File: src/rtl/note_sequencer_if.sv
// Note-table read port: the sequencer requests an address and the table answers
// with a one-cycle acknowledge carrying the 16-bit note word.
interface note_sequencer_if #(
  parameter int ADDR_W = 8
);
  logic              NoteReq;
  logic [ADDR_W-1:0] NoteAddr;
  logic              NoteAck;
  logic [15:0]       NoteData;

  modport master (output NoteReq, NoteAddr, input NoteAck, NoteData);
  modport slave  (input NoteReq, NoteAddr, output NoteAck, NoteData);
endinterface

File: src/rtl/note_sequencer.sv
// Walks a note table from address 0, loading each note's divider limit into a tone
// generator for duration*TICK_DIV cycles, followed by an optional silent gap.
module note_sequencer #(
  parameter int TICK_DIV  = 50000,
  parameter int GAP_TICKS = 2,
  parameter int ADDR_W    = 8
) (
  input  logic               Clock,
  input  logic               Reset,
  input  logic               Start,
  input  logic               Stop,
  note_sequencer_if.master   Note,
  output logic [10:0]        ToneLimit,
  output logic               ToneLoad,
  output logic               ToneEnable,
  output logic               Playing,
  output logic               Done
);

  localparam int PRE_W = (TICK_DIV > 1) ? $clog2(TICK_DIV) : 1;
  localparam logic [PRE_W-1:0]  PRE_LAST  = PRE_W'(TICK_DIV - 1);
  localparam logic [4:0]        GAP_LAST  = (GAP_TICKS > 0) ? 5'(GAP_TICKS - 1) : 5'd0;
  localparam logic [ADDR_W-1:0] LAST_ADDR = '1;

  typedef enum logic [2:0] {IDLE, FETCH, LOAD, PLAY, GAP} stateType;

  stateType         state;
  logic [PRE_W-1:0] prescale;
  logic [4:0]       tickCount;
  logic [4:0]       noteDur;
  logic             tickDone;
  logic             noteLast;
  logic             gapLast;
  logic             noteOver;

  // noteOver marks the last cycle of a note including its gap (if any).
  always_comb begin
    tickDone = (prescale == PRE_LAST);
    noteLast = tickDone && (tickCount == noteDur - 5'd1);
    gapLast  = tickDone && (tickCount == GAP_LAST);
    noteOver = ((state == LOAD || state == PLAY) && noteLast && (GAP_TICKS == 0)) ||
               ((state == GAP) && gapLast);
  end

  always_ff @(posedge Clock) begin
    if (Reset) begin
      state         <= IDLE;
      prescale      <= '0;
      tickCount     <= '0;
      noteDur       <= '0;
      Note.NoteReq  <= 1'b0;
      Note.NoteAddr <= '0;
      ToneLimit     <= '0;
      ToneLoad      <= 1'b0;
      ToneEnable    <= 1'b0;
      Playing       <= 1'b0;
      Done          <= 1'b0;
    end else begin
      ToneLoad <= 1'b0;
      Done     <= 1'b0;
      if (Stop) begin
        state        <= IDLE;
        Note.NoteReq <= 1'b0;
        ToneEnable   <= 1'b0;
        Playing      <= 1'b0;
      end else begin
        case (state)
          IDLE: begin
            if (Start) begin
              state         <= FETCH;
              Note.NoteAddr <= '0;
              Note.NoteReq  <= 1'b1;
              Playing       <= 1'b1;
            end
          end
          FETCH: begin
            if (Note.NoteAck) begin
              Note.NoteReq <= 1'b0;
              if (Note.NoteData[15:11] == 5'd0) begin
                state   <= IDLE;
                Done    <= 1'b1;
                Playing <= 1'b0;
              end else begin
                state      <= LOAD;
                noteDur    <= Note.NoteData[15:11];
                ToneLimit  <= Note.NoteData[10:0];
                ToneLoad   <= 1'b1;
                ToneEnable <= |Note.NoteData[10:0];
                prescale   <= '0;
                tickCount  <= '0;
              end
            end
          end
          LOAD, PLAY: begin
            state <= PLAY;
            if (tickDone) begin
              prescale  <= '0;
              tickCount <= tickCount + 5'd1;
            end else begin
              prescale <= prescale + 1'b1;
            end
            if (noteLast) begin
              ToneEnable <= 1'b0;
              prescale   <= '0;
              tickCount  <= '0;
              if (GAP_TICKS > 0) state <= GAP;
            end
          end
          GAP: begin
            if (tickDone) begin
              prescale  <= '0;
              tickCount <= tickCount + 5'd1;
            end else begin
              prescale <= prescale + 1'b1;
            end
          end
          default: state <= IDLE;
        endcase

        // The last table entry ends the song instead of wrapping to address 0.
        if (noteOver) begin
          if (Note.NoteAddr == LAST_ADDR) begin
            state   <= IDLE;
            Done    <= 1'b1;
            Playing <= 1'b0;
          end else begin
            state         <= FETCH;
            Note.NoteAddr <= Note.NoteAddr + 1'b1;
            Note.NoteReq  <= 1'b1;
          end
        end
      end
    end
  end

endmodule

File: src/flat_wrapper.sv
// flat-port wrapper written by rule: the top's interface ports become plain ports
module note_sequencer_flat 
#(
  parameter int TICK_DIV  = 50000,
  parameter int GAP_TICKS = 2,
  parameter int ADDR_W    = 8
)
  (Clock, Reset, Start, Stop, ToneLimit, ToneLoad, ToneEnable, Playing, Done, Note_NoteReq, Note_NoteAddr, Note_NoteAck, Note_NoteData);
  note_sequencer_if #(.ADDR_W(ADDR_W)) Note_i ();
  input  logic Clock;
  input  logic Reset;
  input  logic Start;
  input  logic Stop;
  output logic [10:0] ToneLimit;
  output logic ToneLoad;
  output logic ToneEnable;
  output logic Playing;
  output logic Done;
  output wire logic [$bits(Note_i.NoteReq)-1:0] Note_NoteReq;
  output wire logic [$bits(Note_i.NoteAddr)-1:0] Note_NoteAddr;
  input wire logic [$bits(Note_i.NoteAck)-1:0] Note_NoteAck;
  input wire logic [$bits(Note_i.NoteData)-1:0] Note_NoteData;
  assign Note_NoteReq = Note_i.NoteReq;
  assign Note_NoteAddr = Note_i.NoteAddr;
  assign Note_i.NoteAck = Note_NoteAck;
  assign Note_i.NoteData = Note_NoteData;
  note_sequencer #(.TICK_DIV(TICK_DIV), .GAP_TICKS(GAP_TICKS), .ADDR_W(ADDR_W)) u_core (.Clock(Clock), .Reset(Reset), .Start(Start), .Stop(Stop), .Note(Note_i), .ToneLimit(ToneLimit), .ToneLoad(ToneLoad), .ToneEnable(ToneEnable), .Playing(Playing), .Done(Done));
endmodule
File: config.mk
export PLATFORM = sky130hd
export DESIGN_NAME = note_sequencer_flat
export DESIGN_NICKNAME = d
export VERILOG_FILES = /design/src/rtl/note_sequencer_if.sv /design/src/rtl/note_sequencer.sv /design/src/flat_wrapper.sv
export SDC_FILE = /design/constraint.sdc
export NUM_CORES = 1
export LEC_CHECK = 0
export ABC_AREA = 1
export CORE_ASPECT_RATIO = 2
export CORE_UTILIZATION = 43
export DETAILED_ROUTE_END_ITERATION = 10
export DONT_BUFFER_PORTS = 1
export SLEW_MARGIN = 20
export SYNTH_ARGS = -nofsm -noshare
export SYNTH_HDL_FRONTEND = slang
export SYNTH_SLANG_ARGS = --single-unit
File: constraint.sdc
create_clock -name Clock -period 1.5 [get_ports Clock]
set_input_delay 0.45 -clock Clock [delete_from_list [all_inputs] [get_ports Clock]]
set_output_delay 0.45 -clock Clock [all_outputs]
set_load 0.1 [all_outputs]
# Yosys cells after proc, flatten, opt, wreduce, memory -nomap -nowiden
# Index checks and enable logic that the tools add are counted.
[totals] word_cells=90 output_inout_bits=24 in_bits=21 ff_bits=53
[classes] muxes=42 addsub=4 bitwise=4 n_reduce_logical=15 eq_ne=14
[ops] cell="16-bit 2-to-1 mux" n=4
[ops] cell="16-bit one-hot mux with 3 select lines" n=1
[ops] cell="8-bit 2-to-1 mux" n=4
[ops] cell="5-bit 2-to-1 mux" n=4
[ops] cell="1-bit 2-to-1 mux" n=19
[ops] cell="16-bit by 1-bit adder with 16-bit output, second input constant" n=1
[ops] cell="16-bit == test, second input constant" n=1
[ops] cell="5-bit one-hot mux with 3 select lines" n=1
[ops] cell="3-bit 2-to-1 mux" n=4
[ops] cell="3-bit one-hot mux with 4 select lines" n=1
[ops] cell="4-bit AND reduction" n=3
[ops] cell="11-bit OR reduction" n=1
[ops] cell="8-bit by 1-bit adder with 8-bit output, second input constant" n=1
[ops] cell="8-bit == test, second input constant" n=1
[ops] cell="3-bit by 2-bit == test with 1-bit output, second input constant" n=2
[ops] cell="3-bit by 2-bit inequality test with 1-bit output, second input constant" n=2
[ops] cell="1-bit one-hot mux with 2 select lines" n=3
[ops] cell="5-bit by 1-bit adder with 5-bit output, second input constant" n=1
[ops] cell="5-bit by 1-bit == test with 1-bit output, second input constant" n=1
[ops] cell="5-bit == test" n=1
[ops] cell="5-bit zero test" n=1
[ops] cell="5-bit by 1-bit subtractor with 5-bit output, second input constant" n=1
[ops] cell="2-bit by 1-bit inequality test with 1-bit output, second input constant" n=2
[ops] cell="2-bit inequality test, second input constant" n=2
[ops] cell="11 further kinds" n=17

# Logic depth before layout (Yosys ltp)
# Gate-level depths: netlist of the first run.
[depth] depth_word=6 ltp_mapped=13 mapped_depth_nobuf=13

# Least setup slack after synthesis of the first run
# Ideal clock, no wire load.
[synth_timing] path_type="register to register" start="register u_core.Note.NoteAddr[1]" end="register u_core.Note.NoteReq" required_ns=1.385 slack_ns=-0.770 setup_time_ns=0.115 period_less_slack_ns=2.270 n_path_buf=0 path_stages_with_launch=9 t_arrival_ns=2.154 cell_sequence="dfxtp_1 > ha_1 > nand3_1 > nor2_4 > inv_1 > nand2_1 > nand2_1 > o21ai_0 > inv_1"
[synth_between] elab_chain_len=3
[synth_lines] element="start, declared" line="note_sequencer_if.sv:11" source="modport master (output NoteReq, NoteAddr, input NoteAck, NoteData);"
[synth_lines] element="start signal, assigned" line="note_sequencer.sv:128" source="Note.NoteAddr <= Note.NoteAddr + 1'b1;"
[synth_lines] element="8-bit == test" line="note_sequencer.sv:122" source="if (Note.NoteAddr == LAST_ADDR) begin"
[synth_lines] element="1-bit 2-to-1 mux" line="note_sequencer.sv:122"
[synth_lines] element="1-bit 2-to-1 mux" line="note_sequencer.sv:121" source="if (noteOver) begin"
[synth_lines] element="end signal, assigned" line="note_sequencer.sv:72" source="Note.NoteReq <= 1'b1;"
[synth_lines] element="end signal, assigned" line="note_sequencer.sv:78" source="Note.NoteReq <= 1'b0;"
[synth_lines] element="end signal, assigned" line="note_sequencer.sv:129" source="Note.NoteReq <= 1'b1;"
[synth_lines] element="end, declared" line="note_sequencer_if.sv:11"
# No other way between the ends.
# A chain may end at the register's enable or synchronous reset.

# Worst setup path in the final report of the first run
[layout_timing] start="register u_core.noteDur[0]" end="register u_core.ToneEnable"
[layout_between] elab_chain_len=5
[layout_lines] element="start, declared" line="note_sequencer.sv:30" source="logic [4:0] noteDur;"
[layout_lines] element="start signal, assigned" line="note_sequencer.sv:85" source="noteDur <= Note.NoteData[15:11];"
[layout_lines] element="5-bit by 1-bit subtractor with 5-bit output" line="note_sequencer.sv:39" source="noteLast = tickDone && (tickCount == noteDur - 5'd1);"
[layout_lines] element="5-bit == test" line="note_sequencer.sv:39"
[layout_lines] element="1-bit logical AND" line="note_sequencer.sv:39"
[layout_lines] element="2-bit by 1-bit inequality test with 1-bit output (no source line)"
[layout_lines] element="4-bit AND reduction (no source line)"
[layout_lines] element="end signal, assigned" line="note_sequencer.sv:88" source="ToneEnable <= |Note.NoteData[10:0];"
[layout_lines] element="end, declared" line="note_sequencer.sv:15" source="output logic ToneEnable,"
# No other way between the ends.

==> key figures, run 1 <==
Routing
  – Via count: 3727
  – Number of DRC markers in iteration 0: 185
  – Drt drc: 0
  – Routed WL: 10.6 mm
  – WL per Instance: 14.8 um
  – Drt via density: 5.19
  – Remaining antenna violation count: 0
  – Initial DRT Pass Iterations: 4

Outcome
  – Status: finished, violations left
  – Failing checks: setup timing

Worst setup path
  – Slowest stage delay, CP: 340 ps
  – CP Launch Type: register
  – Crit path DAT: 1780 ps
  – Cells along the critical path: inv_2, ha_4, inv_2, nand2_1, nand2_1, nor2_1, nand2_1, nor2_2, nand4_1, buf_4, nand3_2, a21oi_2
  – Delay-heaviest family, CP: simple AND/OR/NAND/NOR gates
  – Crit. End Element: register
  – WP buf/inv: 3
  – Critical path type: reg2reg
  – Data required time of the worst path: 1690 ps
  – Slowest-stage cell, CP: dfxtp_2
  – Top cell by count, worst path: nand2_1
  – CP max FO: 2

Floorplan
  – Initial core utilization: 45.1%
  – Core area: 0.00699 sq mm
  – # IOs: 45
  – Die height: 123 um
  – Die area: 0.00770 sq mm
  – Row Count: 43
  – Die width: 62.6 um

Yosys
  – Synth Area in Simple Gates: 42.3%
  – Compound-Gate Fraction of Synth Area: 12.1%
  – FF+latch count, synth: 53
  – Synthesized area: 0.00315 sq mm
  – Synth Area in Adders: 1.98%
  – Post-Synth XOR/XNOR Area: 0.833%
  – Mapped Nets: 525
  – Post-synthesis sequential area ratio: 33.6%
  – Post-synthesis cell count: 499
  – Yosys top cell by area: dfxtp_1
  – Synthesized area per cell: 6.32 sq um
  – Mux cell area share after synthesis: 0%
  – Syn. warnings: 0
  – Main combinational cell family by area after synthesis: simple AND/OR/NAND/NOR gates
  – Synth top area cells: dfxtp_1 34%, nand2_1 16%, nor2_1 9.6%, inv_1 7.1%, nand3_1 5.2%
  – Post-synth top area share: 33.6%
  – Unique masters post-synth: 31

Placement
  – Dpl ws: -258 ps
  – I/O Buffers: 0
  – Post-DP HPWL: 7.75 mm
  – GP Congestion: 0.933

Run
  – Max_cap viols: 0

STA
  – RSZ-0062 raised after global routing: yes
  – Setup WS post-layout: -93.6 ps
  – Fin crit share: 106%
  – Max Clk Rate: 0.628 GHz
  – Max Slew Vio Count: 0
  – Final Critical Period: 1590 ps
  – Least-Margin Pin Slew: 374 ps
  – Clock Skew: 4.82 ps
  – Setup Viol. Count Final: 23
  – Slew Limit Headroom: 74.8%
  – TNS Setup: -1110 ps
  – Hold Violations, Final: 0

Layout
  – Commonest non-fill, non-tap cell in the layout: nand2_1
  – Share of layout cells above drive strength 1: 46.3%
  – Most frequent cells in the layout: 114 x nand2_1, 110 x buf_4, 52 x nor2_1
  – P&R area growth vs syn: 60.1%
  – Layout Nets: 653
  – Diodes inserted: 0

GRT
  – Number of antenna violations at the first check in global routing: 0
  – GR Overflow Total: 0
  – Vias in the first global route: 3611
  – Largest net degree at the start of global routing: 22
  – Global-route wire length before repair: 16.0 mm
  – Total GRT Usage: 26.9%

CTS
  – Worst skew pair latency: 300 ps
  – Cts hold-fix bufs: 0
  – Clock-pin transition on the worst setup and hold timing paths: 70 ps
  – CTS tree: yes
  – Clock sinks: 53
  – H-tree depth: 2
  – Clock buffer depth: 2
  – CTS Buf Count: 5
  – Root buf cell: clkbuf_16

Power and ir drop
  – Int Pwr: 2.56 mW
  – Sw Pwr: 974 uW
  – Leak: 2.24 nW
  – Pwr dens: 699 mW/mm^2
  – Logic pwr share: 17.4%
  – Peak VDD IR: 929 uV
  – Sw frac: 27.6%
  – Register share of total power: 40.8%
  – Clock Power Share: 41.7%

Hold path
  – Hold WC Path Type: in2reg
[per-stage QoR]
| step | power [mW] | hold WS, ps | std cells | utilization [%] | cell area, sq um |
|---|---|---|---|---|---|
| after floorplan | 1.79 | 460 | 499 | - | 3220 |
| after global placement | 1.98 | 474 | 693 | 60.1 | 4200 |
| after detailed placement | 1.98 | 482 | 693 | 60.1 | 4200 |
| after CTS | 3.47 | 206 | 709 | 66.2 | 4630 |
| after global routing | 3.64 | 202 | 718 | 72.2 | 5050 |
| final | 3.53 | 201 | 718 | 72.2 | 5050 |
[sequential cells by signal (all words and copies together), names as in the netlist]
signal                cells
u_core.prescale          16
u_core.ToneLimit         11
u_core.Note.NoteAddr      8
u_core.noteDur            5
u_core.tickCount          5
u_core.state              3
u_core.Done               1
u_core.Note.NoteReq       1
u_core.Playing            1
u_core.ToneEnable         1
u_core.ToneLoad           1
[final timing paths]
kind	from	to	slack (ps)	cells after the start
max reg2reg	u_core.noteDur[0]	u_core.ToneEnable	-90	12
min	Reset	u_core.Note.NoteAddr[7]	200	1
max	u_core.noteDur[0]	u_core.ToneEnable	-90	12
min reg2reg	u_core.prescale[3]	u_core.prescale[3]	490	2
[cell type report]
class / instances / area, sq um
Multi-Input combinational cell: 373 / 2300
Fill cell: 578 / 1940
Sequential cell: 53 / 1120
Timing Repair Buffer: 127 / 1070
Inverter: 67 / 259
Clock buffer: 6 / 150
Tap cell: 90 / 113
Clock inverter: 2 / 38.8
[synthesized netlist by cell type, drive strengths merged]
| master | n |
|---|---|
| nor4 | 2 |
| o211ai | 1 |
| ha | 5 |
| nand3 | 37 |
| o21ai | 36 |
| nand4 | 12 |
| clkbuf | 3 |
| o2111ai | 3 |
| a31o | 2 |
| xor2 | 2 |
| a211oi | 1 |
| nand2 | 140 |
| nor2 | 94 |
| a21oi | 21 |
| a31oi | 5 |
| xnor2 | 1 |
| nor3 | 9 |
| inv | 67 |
| dfxtp | 53 |
| or2 | 1 |
| buf | 4 |
[what timing repair did]
item | in CTS | in global routing
endpoints found under the setup margin | 48 | 51
pin swaps | 42 | 36
resized for setup | 59 | 105
gates cloned | 1 | 0
buffers inserted | 8 | 9
[power groups by stage]
stage | logic, mW | clock network (mW) | registers (mW)
after floorplan | 0.213 | 0 | 1.57
after detailed placement | 0.513 | 0 | 1.47
final | 0.616 | 1.47 | 1.44
after global placement | 0.508 | 0 | 1.47
after global routing | 0.656 | 1.54 | 1.45
after CTS | 0.550 | 1.48 | 1.44
[worst register-to-register path: stages, from the launching register on]
cell	delay, ps
dfxtp_2	340
inv_2	50
ha_4	260
inv_2	30
nand2_1	50
nand2_1	40
nor2_1	70
nand2_1	80
nor2_2	100
nand4_1	160
buf_4	200
nand3_2	60
a21oi_2	50
[per-layer routing]
layer	wire [um]	share of wire, %	track usage, %
met1	3520	33	22.6
met5	0	0	0
met2	6140	58	56.5
met4	616	5.8	16.4
met3	319	3.0	3.69
[kinds of logic (layout without fill, tap and decap cells)]
| logic type | count (synthesis) | in the layout |
|---|---|---|
| simple gates | 295 | 296 |
| flops | 53 | 53 |
| buf+inv | 74 | 202 |
| fa+ha+maj | 5 | 5 |
| compound gates | 69 | 69 |
| xor+xnor | 3 | 3 |
Note: power is estimated with default switching activity, not from simulation.
==> inputs of run 2 (changes only) <==
--- a/config.mk
+++ b/config.mk
@@ -6,8 +6,9 @@
 export NUM_CORES = 1
 export LEC_CHECK = 0
 export ABC_AREA = 1
-export CORE_ASPECT_RATIO = 2
+export CORE_ASPECT_RATIO = 1.25
 export CORE_UTILIZATION = 43
+export CTS_BUF_LIST = sky130_fd_sc_hd__clkbuf_4 sky130_fd_sc_hd__clkbuf_8
 export DETAILED_ROUTE_END_ITERATION = 10
 export DONT_BUFFER_PORTS = 1
 export SLEW_MARGIN = 20
==> run 2 against run 1 <==
Against the previous run: the run still ends with setup timing left; power shrank 20%; utilization shrank 7.8 points; flip-flop and latch count is the same; clock-buffer cell count shrank 1; via count shrank 6.2%; setup slack lost 23 ps; design area shrank 11%; sequential power is essentially flat; clock power shrank 41%; global-route usage shrank 2.3 points.
==> key figures, run 2 (synthesized netlist as in run 1, its figures left out) <==
Placement
  – GP Congestion: 0.941 (+0.85%)
  – Post-DP HPWL: 6.77 mm (-13%)
  – Post-DP Area: 0.00406 sq mm (-3.5%)
  – I/O Buffers: 0 (unchanged)

STA
  – Setup Viol. Count Final: 16 (-30%)
  – Fin crit share: 108% (+1.5 points)
  – Slew Limit Headroom: 73.8% (-1.0 points)
  – Least-Margin Pin Slew: 390 ps (+15.5 ps)
  – Setup WS post-layout: -116 ps (-22.8 ps)
  – Max Slew Vio Count: 0 (unchanged)
  – Hold Violations, Final: 0 (unchanged)
  – Clock Skew: 5.52 ps (+0.696 ps)
  – RSZ-0062 raised after global routing: yes
  – TNS Setup: -677 ps (+436 ps)
  – Final Critical Period: 1620 ps (+22.8 ps)
  – Max Clk Rate: 0.619 GHz (-1.4%)

Hold path
  – Hold Path Sink: u_core.Note.NoteAddr[7]
  – Hold WC Path Type: in2reg
  – Hold path cells: 1 (unchanged)
  – Hold Path Origin: Reset

Power and ir drop
  – Peak VDD IR: 537 uV (-42%)
  – Clock Power Share: 30.6% (-11 points)
  – Leak: 2.00 nW (-11%)
  – Register share of total power: 50.9% (+10 points)
  – Sw frac: 30.9% (+3.3 points)
  – Sw Pwr: 876 uW (-10%)
  – Pwr dens: 628 mW/mm^2 (-10%)
  – Int Pwr: 1.96 mW (-23%)
  – Logic pwr share: 18.5% (+1.1 points)

Layout
  – Biggest regs: u_core.prescale x16, u_core.ToneLimit x11, u_core.Note.NoteAddr x8
  – Layout Nets: 632 (-3.2%)
  – Diodes inserted: 0 (unchanged)
  – Most frequent cells in the layout: 123 x nand2_1, 98 x buf_4, 63 x nor2_1
  – Largest reg by FF count: u_core.prescale
  – P&R area growth vs syn: 43.3%
  – Post-Layout Inst Area: 0.00452 sq mm (-11%)
  – Util after Layout: 64.4% (-7.8 points)
  – Commonest non-fill, non-tap cell in the layout: nand2_1
  – Largest register FFs: 16 (unchanged)
  – Share of layout cells above drive strength 1: 36.6% (-9.8 points)

Routing
  – Remaining antenna violation count: 0 (unchanged)
  – Number of DRC markers in iteration 0: 102 (-45%)
  – Drt drc: 0 (unchanged)
  – WL per Instance: 12.8 um (-13%)
  – Routed WL: 8.91 mm (-16%)
  – Highest metal used: met4
  – Met3 wire length: 360 um (+13%)
  – Drt via density: 5.02 (-3.4%)
  – Met2 wire len: 4.83 mm (-21%)
  – Initial DRT Pass Iterations: 4 (unchanged)
  – Via count: 3496 (-6.2%)
  – Routed met1 length: 3.57 mm (+1.4%)

GRT
  – Vias in the first global route: 3528 (-2.3%)
  – Global-route wire length before repair: 15.2 mm (-5.1%)
  – Total GRT Usage: 24.5% (-2.3 points)
  – Number of antenna violations at the first check in global routing: 0 (unchanged)
  – GR Overflow Total: 0 (unchanged)
  – Largest net degree at the start of global routing: 19 (-14%)

Floorplan
  – Row Count: 34 (-21%)
  – Die area: 0.00768 sq mm (-0.24%)
  – Die width: 78.6 um (+26%)
  – Die height: 97.8 um (-21%)
  – Core area: 0.00702 sq mm (+0.36%)
  – Initial core utilization: 44.9% (-0.16 points)
  – # IOs: 45 (unchanged)

Worst setup path
  – Crit. End Element: register
  – Worst reg2reg setup slack: -120 ps (-20 ps)
  – Worst r2r dst: u_core.tickCount[4]
  – Critical path type: reg2reg
  – Crit path DAT: 1870 ps (+90 ps)
  – FF-to-FF path depth: 11 (-1)
  – CP max FO: 4 (+2)
  – Setup crit start: u_core.prescale[1]
  – Reg2Reg Launch Point: u_core.prescale[1]
  – Data required time of the worst path: 1760 ps (+70 ps)
  – CP Launch Type: register

Outcome
  – Status: finished, violations left
  – Failing checks: setup timing

CTS
  – Clock-pin transition on the worst setup and hold timing paths: 110 ps (+40 ps)
  – CTS tree: yes
  – Clock buffer depth: 2 (unchanged)
  – Clock sinks: 53 (unchanged)
  – CTS Buf Count: 5 (unchanged)
  – H-tree depth: 2 (unchanged)
  – Root buf cell: clkbuf_8
  – Worst skew pair latency: 310 ps (about the same)
  – Cts hold-fix bufs: 0 (unchanged)

Run
  – Max_cap viols: 0 (unchanged)
## run 2: metrics by stage
stage	hold WS, ps	cells	setup slack [ps]	total power, mW
after floorplan	460	499	-4.53	1.79
after global placement	473	677	-181	1.95
after detailed placement	483	677	-226	1.96
after CTS	165	688	-100	2.84
after global routing	166	697	-209	2.96
final	180	697	-116	2.84
## run 2: critical path: stages, from the launching register on
cell	delay (ps)
dfxtp_2	370
ha_4	170
nand2_8	70
nor2_4	130
nand4_1	130
nor2_2	170
nand2_1	80
nor2_2	140
nand2_1	80
nand2_1	70
nand3_1	60
nor2_1	90
## run 2: per-layer routing
layer | track usage, % | vias up
met5 | 0 | -
met3 | 4.49 | 13
li1 | - | 1818
met4 | 7.98 | 0
met2 | 47.1 | 69
met1 | 26.3 | 1596
## run 2: timing repair
action | CTS | global route
resized for setup | 34 | 55
pin swaps | 22 | 27
setup endpoints to repair | 33 | 51
gates cloned | 1 | 0
buffers inserted | 2 | 9
endpoints found under the hold margin | 0 | 0
## run 2: worst max-delay path by stage
stage	to	slack, ps	cells past startpoint
2_1_floorplan	u_core.Note.NoteReq	-5	8
3_3_place_gp	u_core.tickCount[4]	-180	10
3_5_place_dp	u_core.tickCount[4]	-230	11
4_1_cts	u_core.Note.NoteAddr[5]	-100	11
5_1_grt	u_core.tickCount[4]	-210	11
6_report	u_core.tickCount[4]	-120	11
## run 2: power by group through the flow
stage	Sequential (mW)	Clock, mW	Combinational (mW)
2_1_floorplan	1.57	0	0.213
3_3_place_gp	1.47	0	0.480
3_5_place_dp	1.47	0	0.485
4_1_cts	1.44	0.902	0.494
5_1_grt	1.45	0.943	0.572
6_report	1.44	0.868	0.526
## run 2: area by class of cell
cell class | instances | area (sq um)
Fill cell | 684 | 2500
Sequential cell | 53 | 1110
Timing Repair Buffer | 106 | 861
Inverter | 67 | 259
Multi-Input combinational cell | 373 | 2080
Tap cell | 90 | 113
Clock buffer | 5 | 68.8
Clock inverter | 3 | 25.0
==> inputs of run 3 (changes only) <==
--- a/config.mk
+++ b/config.mk
@@ -11,6 +11,7 @@
 export CTS_BUF_LIST = sky130_fd_sc_hd__clkbuf_4 sky130_fd_sc_hd__clkbuf_8
 export DETAILED_ROUTE_END_ITERATION = 10
 export DONT_BUFFER_PORTS = 1
+export GPL_ROUTABILITY_DRIVEN = 0
 export SLEW_MARGIN = 20
 export SYNTH_ARGS = -nofsm -noshare
 export SYNTH_HDL_FRONTEND = slang
==> run 3 against run 2 <==
Against the previous run: critical endpoint unchanged; die area unchanged; routed wire length up 2.9%; the run still ends with setup timing left; power up 2.0%; utilization up 2.2 points.
==> key figures, run 3 (synthesized netlist as in run 1, its figures left out) <==
Routing
  – Initial DRT Pass Iterations: 6 (+2)
  – Met2 wire len: 4.73 mm (-2.1%)
  – Drt drc: 0 (unchanged)
  – Highest metal used: met4
  – Number of DRC markers in iteration 0: 169 (+66%)
  – Routed met1 length: 3.63 mm (+1.7%)
  – Via count: 3600 (+3.0%)
  – Remaining antenna violation count: 0 (unchanged)
  – Drt via density: 5.14 (+2.4%)
  – Met3 wire length: 453 um (+26%)
  – Routed WL: 9.17 mm (+2.9%)
  – WL per Instance: 13.1 um (+2.3%)

STA
  – RSZ-0062 raised after global routing: yes
  – Max Slew Vio Count: 0 (unchanged)
  – Hold Violations, Final: 0 (unchanged)
  – Least-Margin Pin Slew: 425 ps (+35.5 ps)
  – Setup Viol. Count Final: 22 (+6)
  – Fin crit share: 106% (-1.8 points)
  – Setup WS post-layout: -89.1 ps (+27.2 ps)
  – Slew Limit Headroom: 71.4% (-2.3 points)
  – Final Critical Period: 1590 ps (-27.2 ps)
  – Max Clk Rate: 0.629 GHz (+1.7%)
  – Clock Skew: 6.09 ps (+0.574 ps)

Outcome
  – Status: finished, violations left
  – Failing checks: setup timing

Placement
  – Post-DP HPWL: 6.65 mm (-1.8%)
  – Placed Cells: 679 (+0.30%)
  – I/O Buffers: 0 (unchanged)

Floorplan
  – Die width: 78.6 um (unchanged)
  – Core area: 0.00702 sq mm (unchanged)
  – Die height: 97.8 um (unchanged)
  – Row Count: 34 (unchanged)
  – Initial core utilization: 44.9% (unchanged)
  – Die area: 0.00768 sq mm (unchanged)
  – # IOs: 45 (unchanged)

Worst setup path
  – Delay-heaviest family, CP: simple AND/OR/NAND/NOR gates
  – CP Launch Type: register
  – Slowest-stage cell, CP: dfxtp_2
  – Data required time of the worst path: 1760 ps (about the same)
  – Critical path type: reg2reg
  – Crit path DAT: 1850 ps (-20 ps)
  – Crit. End Element: register
  – WP buf/inv: 0 (unchanged)
  – CP max FO: 3 (-1)
  – Top cell by count, worst path: nand2_1
  – Cells along the critical path: ha_4, nand2_8, nor2_4, nand4_1, nor2_2, nand2_1, nor2_2, nand2_1, nand2_1, nand3_1, nor2_1
  – Slowest stage delay, CP: 370 ps (about the same)

Layout
  – Layout Nets: 636 (+0.63%)
  – Reg area: 0.00112 sq mm (+0.56%)
  – Filler instances: 623 (-8.9%)
  – Multi-input gate area: 0.00220 sq mm (+5.5%)
  – Share of layout cells above drive strength 1: 40.9% (+4.3 points)
  – Largest reg by FF count: u_core.prescale
  – Most frequent cells in the layout: 116 x nand2_1, 99 x buf_4, 61 x nor2_1
  – P&R area growth vs syn: 48.2%
  – Largest register FFs: 16 (unchanged)
  – Biggest regs: u_core.prescale x16, u_core.ToneLimit x11, u_core.Note.NoteAddr x8
  – Finished Layout Cells: 701 (+0.57%)
  – Diodes inserted: 0 (unchanged)
  – Commonest non-fill, non-tap cell in the layout: nand2_1

Power and ir drop
  – Leak: 2.04 nW (+1.7%)
  – Clock Power Share: 31.1% (+0.5 points)
  – Register share of total power: 49.8% (-1.1 points)
  – Sw Pwr: 916 uW (+4.6%)
  – Sw frac: 31.7% (+0.78 points)
  – Power consumption: 2.90 mW (+2.0%)
  – Logic pwr share: 19.0% (+0.5 points)
  – Pwr dens: 619 mW/mm^2 (-1.4%)
  – Int Pwr: 1.98 mW (+0.84%)
  – Peak VDD IR: 568 uV (+5.9%)

CTS
  – CTS tree: yes
  – Worst skew pair latency: 310 ps (about the same)
  – CTS Buf Count: 5 (unchanged)
  – Root buf cell: clkbuf_8
  – Cts hold-fix bufs: 0 (unchanged)
  – H-tree depth: 2 (unchanged)
  – Clock buffer depth: 2 (unchanged)
  – Clock-pin transition on the worst setup and hold timing paths: 110 ps (about the same)
  – Clock sinks: 53 (unchanged)

Run
  – Max_cap viols: 0 (unchanged)

GRT
  – Global-route wire length before repair: 14.5 mm (-4.4%)
  – Largest net degree at the start of global routing: 20 (+1)
  – Vias in the first global route: 3337 (-5.4%)
  – GR Overflow Total: 0 (unchanged)
  – Number of antenna violations at the first check in global routing: 0 (unchanged)
  – Total GRT Usage: 23.6% (-0.92 points)

Hold path
  – Hold WC Path Type: in2reg
## run 3: path summary, 6_finish.rpt
check,from,end,slack [ps],cells past startpoint
setup reg to reg,u_core.prescale[1],u_core.tickCount[4],-90,11
hold / removal,Reset,u_core.Note.NoteAddr[7],180,1
hold reg to reg,u_core.prescale[4],u_core.prescale[4],480,2
setup / recovery,u_core.prescale[1],u_core.tickCount[4],-90,11
## run 3: power groups by stage
| stage | clock (mW) | sequential (mW) | combinational (mW) |
|---|---|---|---|
| after floorplan | 0 | 1.57 | 0.213 |
| after global placement | 0 | 1.47 | 0.473 |
| after detailed placement | 0 | 1.47 | 0.477 |
| after CTS | 0.930 | 1.44 | 0.488 |
| after global routing | 0.985 | 1.45 | 0.594 |
| final | 0.901 | 1.44 | 0.551 |
## run 3: worst register-to-register path, stage by stage, from the launching register on
cell	delay, ps
dfxtp_2	370
ha_4	170
nand2_8	70
nor2_4	120
nand4_1	110
nor2_2	160
nand2_1	80
nor2_2	150
nand2_1	90
nand2_1	70
nand3_1	70
nor2_1	80
## run 3: routing by layer
| metal | global-route usage, % | vias to the layer above |
|---|---|---|
| met5 | 0 | - |
| met4 | 10.7 | 0 |
| li1 | - | 1833 |
| met1 | 26.2 | 1626 |
| met3 | 4.30 | 35 |
| met2 | 42.9 | 106 |
## run 3: metrics by stage
stage / utilization, % / instance area, sq um / setup slack [ps] / hold WS (ps) / TNS (ps)
floorplan: - / 3220 / -4.53 / 460 / -11.2
global placement: 57.7 / 4050 / -186 / 474 / -3720
detailed placement: 57.7 / 4050 / -252 / 480 / -4630
CTS: 61.0 / 4280 / -83.9 / 170 / -837
global route: 66.6 / 4670 / -182 / 166 / -3700
finish: 66.6 / 4670 / -89.1 / 179 / -695
## run 3: cell type report
| class | instances | share of cell area, % |
|---|---|---|
| clock buffers | 5 | 1.47 |
| well taps | 90 | 2.41 |
| clock inverters | 3 | 0.616 |
| flip-flops and latches | 53 | 23.9 |
| inverters | 67 | 5.67 |
| repair buffers | 110 | 18.9 |
| multi-input cells | 373 | 47.0 |
## run 3: what timing repair did
item	CTS	global route
gates cloned	1	0
gates resized for setup	31	97
pin swaps	23	52
setup buffers	3	11
endpoints found under the setup margin	33	47
